--- config.mk ---
export PLATFORM = sky130hd
export DESIGN_NAME = key_store_reader_flat
export DESIGN_NICKNAME = d
export VERILOG_FILES = /design/src/rtl/key_store_reader_if.sv /design/src/rtl/key_store_reader.sv /design/src/flat_wrapper.sv
export SDC_FILE = /design/constraint.sdc
export NUM_CORES = 1
export LEC_CHECK = 0
export BUFFER_PORTS_ARGS = -buffer_cell sky130_fd_sc_hd__buf_2
export CORE_UTILIZATION = 55
export CTS_CLUSTER_SIZE = 20
export DETAILED_ROUTE_END_ITERATION = 12
export PLACE_DENSITY = 0.72
export SLEW_MARGIN = 40
export SYNTH_ARGS = -nofsm -noshare
export SYNTH_HDL_FRONTEND = slang
export SYNTH_SLANG_ARGS = --single-unit
--- constraint.sdc ---
create_clock -name clk -period 3.8 [get_ports clk]
set_clock_uncertainty 0.1 [all_clocks]
set_input_delay 0.19 -clock clk [delete_from_list [all_inputs] [get_ports clk]]
set_output_delay 0.19 -clock clk [all_outputs]
set_load 0.05 [all_outputs]
--- src/rtl/key_store_reader_if.sv ---
// key_store_reader_if: read request/response channel of the key store.
interface key_store_reader_if;
    logic        req_valid;
    logic        req_ready;
    logic [31:0] req_addr;
    logic        req_priv;
    logic        rsp_valid;
    logic        rsp_ready;
    logic [31:0] rsp_data;
    logic        rsp_err;
    modport master (
        output req_valid, req_addr, req_priv, rsp_ready,
        input  req_ready, rsp_valid, rsp_data, rsp_err
    );
    modport slave (
        input  req_valid, req_addr, req_priv, rsp_ready,
        output req_ready, rsp_valid, rsp_data, rsp_err
    );
endinterface

--- src/rtl/key_store_reader.sv ---
// key_store_reader: word store with a privileged, lockable key entry and violation counter.
module key_store_reader #(
    parameter logic [31:0] KEY     = 32'h1035_9987,
    parameter int          KEY_IDX = 0,
    parameter int          DEPTH   = 32
) (
    input  logic                clk,
    input  logic                reset_n,
    key_store_reader_if.slave   bus,
    input  logic                we,
    input  logic [31:0]         waddr,
    input  logic [31:0]         wd,
    input  logic                lock_set,
    output logic [7:0]          viol_cnt
);
    localparam int IW = $clog2(DEPTH);
    localparam logic [IW-1:0] KI = IW'(KEY_IDX);

    typedef enum logic [1:0] {IDLE, LOOKUP, RESP} state_t;

    state_t      state, state_nx;
    logic        up, lock, priv_q, err_q;
    logic [31:0] addr_q, data_q;
    logic [31:0] mem [DEPTH];
    logic [IW-1:0] ridx, widx;
    logic        rd_bad, deny, fail, w_good, w_ok, w_key, deny_ev;
    logic [8:0]  sum;

    assign ridx    = addr_q[IW+1:2];
    assign widx    = waddr[IW+1:2];
    assign rd_bad  = addr_q[1:0] != 2'b00 || addr_q[31:7] != '0;
    // a lock_set arriving during the lookup already denies that lookup
    assign deny    = !rd_bad && ridx == KI && (!priv_q || lock || lock_set);
    assign fail    = rd_bad || deny;
    assign w_good  = we && waddr[1:0] == 2'b00 && waddr[31:7] == '0;
    assign w_ok    = w_good && widx != KI;
    assign w_key   = w_good && widx == KI;
    assign deny_ev = state == LOOKUP && deny;
    assign sum     = {1'b0, viol_cnt} + {8'd0, deny_ev} + {8'd0, w_key};

    always_ff @(posedge clk or negedge reset_n) begin
        if (!reset_n) begin
            state <= IDLE;
        end else begin
            state <= state_nx;
        end
    end

    always_comb begin
        state_nx = state;
        case (state)
            IDLE:    state_nx = (bus.req_valid && bus.req_ready) ? LOOKUP : IDLE;
            LOOKUP:  state_nx = RESP;
            RESP:    state_nx = bus.rsp_ready ? IDLE : RESP;
            default: state_nx = IDLE;
        endcase
    end

    always_comb begin
        bus.req_ready = up && state == IDLE;
        bus.rsp_valid = state == RESP;
        bus.rsp_data  = data_q;
        bus.rsp_err   = err_q;
    end

    always_ff @(posedge clk or negedge reset_n) begin
        if (!reset_n) begin
            up       <= 1'b0;
            lock     <= 1'b0;
            priv_q   <= 1'b0;
            addr_q   <= '0;
            data_q   <= '0;
            err_q    <= 1'b0;
            viol_cnt <= '0;
        end else begin
            up       <= 1'b1;
            lock     <= lock || lock_set;
            viol_cnt <= sum[8] ? 8'hFF : sum[7:0];
            if (bus.req_valid && bus.req_ready) begin
                addr_q <= bus.req_addr;
                priv_q <= bus.req_priv;
            end
            if (state == LOOKUP) begin
                err_q  <= fail;
                data_q <= fail ? '0 : mem[ridx];
            end
        end
    end

    always_ff @(posedge clk or negedge reset_n) begin
        if (!reset_n) begin
            for (int i = 0; i < DEPTH; i++) mem[i] <= (i == KEY_IDX) ? KEY : '0;
        end else if (w_ok) begin
            mem[widx] <= wd;
        end
    end
endmodule
--- src/flat_wrapper.sv ---
// flat-port wrapper written by rule: the top's interface ports become plain ports
module key_store_reader_flat 
#(
    parameter logic [31:0] KEY     = 32'h1035_9987,
    parameter int          KEY_IDX = 0,
    parameter int          DEPTH   = 32
)
  (clk, reset_n, we, waddr, wd, lock_set, viol_cnt, bus_req_valid, bus_req_addr, bus_req_priv, bus_rsp_ready, bus_req_ready, bus_rsp_valid, bus_rsp_data, bus_rsp_err);
  key_store_reader_if bus_i ();
  input  logic clk;
  input  logic reset_n;
  input  logic we;
  input  logic [31:0] waddr;
  input  logic [31:0] wd;
  input  logic lock_set;
  output logic [7:0] viol_cnt;
  input wire logic [$bits(bus_i.req_valid)-1:0] bus_req_valid;
  input wire logic [$bits(bus_i.req_addr)-1:0] bus_req_addr;
  input wire logic [$bits(bus_i.req_priv)-1:0] bus_req_priv;
  input wire logic [$bits(bus_i.rsp_ready)-1:0] bus_rsp_ready;
  output wire logic [$bits(bus_i.req_ready)-1:0] bus_req_ready;
  output wire logic [$bits(bus_i.rsp_valid)-1:0] bus_rsp_valid;
  output wire logic [$bits(bus_i.rsp_data)-1:0] bus_rsp_data;
  output wire logic [$bits(bus_i.rsp_err)-1:0] bus_rsp_err;
  assign bus_i.req_valid = bus_req_valid;
  assign bus_i.req_addr = bus_req_addr;
  assign bus_i.req_priv = bus_req_priv;
  assign bus_i.rsp_ready = bus_rsp_ready;
  assign bus_req_ready = bus_i.req_ready;
  assign bus_rsp_valid = bus_i.rsp_valid;
  assign bus_rsp_data = bus_i.rsp_data;
  assign bus_rsp_err = bus_i.rsp_err;
  key_store_reader #(.KEY(KEY), .KEY_IDX(KEY_IDX), .DEPTH(DEPTH)) u_core (.clk(clk), .reset_n(reset_n), .bus(bus_i), .we(we), .waddr(waddr), .wd(wd), .lock_set(lock_set), .viol_cnt(viol_cnt));
endmodule
==> impl_metrics.py <==
metrics = {
    "critical_path": {
        "startpoint": "u_core.addr_q[5]",
        "crit_required_ps": 4310,
        "endpoint_kind": "register",
        "cp.arrival_ps": 3590,
        "cp-start-kind": "register",
        "worst-r2r-cell-count": 8,
        "r2r_end": "u_core.viol_cnt[3]",
        "reg2reg_from": "u_core.addr_q[5]",
        "endpoint": "u_core.viol_cnt[3]",
        "path_class": "reg2reg",
        "reg2reg_slack_ps": 720,
        "worst-path-max-fanout": 23,
    },
    "final_layout": {
        "layout_commonest_cell": "dfrtp_1",
        "most-common-layout-cells": "dfrtp_1 (1085), mux2_2 (1053), mux4_2 (207)",
        "nets": 3445,
        "fin_util": 0.6275,
        "final_cell_area_sq_um": 55800,
        "drive_above_1_share": 0.5152,
        "antenna_cells": 0,
        "area_growth_pct": 12.38,
    },
    "place": {
        "gp_congestion": 0.8269,
        "port_buffers": 145,
        "dpl_cell_area_sq_um": 51890,
        "hpwl_um": 78060,
    },
    "grt": {
        "grt_usage": 0.2901,
        "grt_overflow": 0,
        "grt_first_pass_wirelength_um": 197800,
        "grt_max_degree": 98,
        "grt_pass1_vias": 31640,
        "antenna_found_initial": 6,
    },
    "floorplan": {
        "core_sq_um": 88920,
        "die-area_sq_um": 91480,
        "fp-row-count": 109,
        "ios": 146,
        "die_h_um": 302.5,
        "die_width_um": 302.5,
        "initial_core_util": 0.5584,
    },
    "drt": {
        "via_per_inst": 6.392,
        "drt_iter0_drc": 2521,
        "wl_per_cell_um": 28.11,
        "drt_pass1_iterations": 5,
        "drc": 0,
        "vias": 29390,
        "ant_nets": 0,
        "drt-total-wl_um": 129200,
    },
    "timing": {
        "timing.final.crit_share": 0.8118,
        "tns_ps": 0,
        "fmax_mhz": 324.2,
        "rsz0062_at_grt": "false",
        "finalMaxSlewViolations": 0,
        "max-slew-margin-rel": 0.4149,
        "whs_ps": 52.80,
        "tightestPinTransition_ps": 869.6,
        "setup_viol": 0,
        "hold_viol_final": 0,
        "period_minus_slack_ps": 3085,
    },
    "clock_tree": {
        "clock_sinks": 1102,
        "cts_resized": 0,
        "cts-htree-levels": 3,
        "clk-insertion-delay-late_ps": 680,
        "postCtsSetupRepairBufs": 0,
        "cts_tree": "built",
        "cts.reportedPaths.clkPinSlew_ps": 60,
        "clock_path_buffers": 3,
        "numCtsBuffers": 110,
        "clockRootBuffer": "clkbuf_16",
    },
    "synthesis": {
        "avgSynthCellArea_sq_um": 15.27,
        "ys_types": 54,
        "ys_warn_count": 0,
        "synth_nets": 3356,
        "synth_sequential_area_ratio": 0.5557,
        "synth_edf_count": 0,
        "async_flop_share": 1.000,
        "ys_seq_elements": 1102,
        "synth_cells": 3251,
        "ys.flop_type": "dfrtp_1",
        "syn_area_sq_um": 49650,
    },
    "power": {
        "p_per_area_nw_per_um2": 463.2,
        "p_leak_nw": 27.16,
        "ir_worst_vdd_uv": 471.1,
    },
    "flow_run": {
        "maxCapViolCount": 0,
    },
    "min_path": {
        "min_from": "wd[29]",
        "hold_class": "in2reg",
    },
    "status": {
        "status": "finished clean",
    },
}
## timing repair
| action | in CTS | in global routing |
|---|---|---|
| hold endpoints to repair | 694 | 0 |
| hold buffers | 38 | 0 |
| setup endpoints to repair | 0 | 0 |
## flip-flops by register name, summed over array words and instances, names as in the netlist
register	count
u_core.viol_cnt	8
u_core.bus.rsp_data	32
u_core.lock	1
u_core.bus.rsp_err	1
u_core.mem	1024
u_core.state	2
u_core.up	1
u_core.addr_q	32
u_core.priv_q	1
## cell type report
| type | instances | area [sq um] |
|---|---|---|
| inverters | 3 | 11.26 |
| flip-flops and latches | 1102 | 27610 |
| clock inverters | 39 | 270.3 |
| well taps | 1165 | 1458 |
| clock buffers | 165 | 3253 |
| fillers | 6419 | 33120 |
| multi-input cells | 1813 | 20710 |
| repair buffers | 310 | 2487 |
## worst max-delay path, stage by stage (launching register included)
cell	delay, ps
dfrtp_4	640
nor2_1	390
o211ai_1	360
nor3_1	360
fa_1	300
ha_1	260
and3_1	230
nand3_1	220
nand2_1	160
## cell families after synthesis
kind of cell	Yosys count	synth area share
multiplexers	1391	0.3599
flip-flops	1102	0.5557
buffers and inverters	336	0.03147
AO/OA/AOI/OAI	213	0.03009
AND/OR/NAND/NOR	202	0.02134
XOR/XNOR	4	0.0007057
adder cells (fa/ha/maj)	2	0.0006552
other	1	0.00007552
## synthesized netlist by cell type (14+ instances only)
cell type | n | share of area
nor2_1 | 40 | 0.0030
mux2_1 | 33 | 0.0075
a221oi_1 | 14 | 0.0025
o21ai_0 | 33 | 0.0033
a2111o_1 | 17 | 0.0039
o22ai_1 | 48 | 0.0060
nand3_1 | 22 | 0.0022
mux2_2 | 1053 | 0.24
o22a_1 | 14 | 0.0025
a21oi_1 | 33 | 0.0033
dfrtp_1 | 1089 | 0.55
a22o_1 | 17 | 0.0030
o31ai_1 | 14 | 0.0021
and3_1 | 21 | 0.0026
nor2_2 | 14 | 0.0018
a21boi_0 | 16 | 0.0024
mux4_2 | 207 | 0.094
mux2i_1 | 98 | 0.020
buf_4 | 51 | 0.0077
nand2_1 | 58 | 0.0044
buf_2 | 88 | 0.0089
clkbuf_1 | 191 | 0.014
## power by group
group | total [W] | internal, W | switching, W
registers | 0.0120 | 0.0118 | 0.000173
logic | 0.00323 | 0.00119 | 0.00204
clock network | 0.0106 | 0.00604 | 0.00457
## metrics by stage
stage                     std cells  setup slack [ps]  power [W]
after floorplan                3251             730.8    0.01409
after global placement         4351             502.3    0.01532
after detailed placement       4355             333.7    0.01541
after CTS                      4597             718.2    0.02598
after global routing           4597             569.9    0.02667
final                          4597             715.1    0.02585
## per-layer routing
| layer | track usage | share of wire | vias up |
|---|---|---|---|
| met5 | 0 | 0.00018 | - |
| met3 | 0.05435 | 0.063 | 266 |
| met2 | 0.4555 | 0.47 | 952 |
| li1 | - | - | 12170 |
| met1 | 0.4077 | 0.43 | 16000 |
| met4 | 0.1046 | 0.034 | 4 |
## how the worst min path moves through the flow
stage          slack, ps  cells past startpoint          endpoint
2_1_floorplan       -210                      0  u_core.addr_q[0]
3_3_place_gp         250                      1   u_core.mem[832]
3_5_place_dp         -60                      1   u_core.mem[832]
4_1_cts                9                      2    u_core.mem[14]
5_1_grt               50                      2    u_core.mem[93]
6_report              50                      2   u_core.mem[445]
Note: power is estimated with default switching activity, not from simulation.
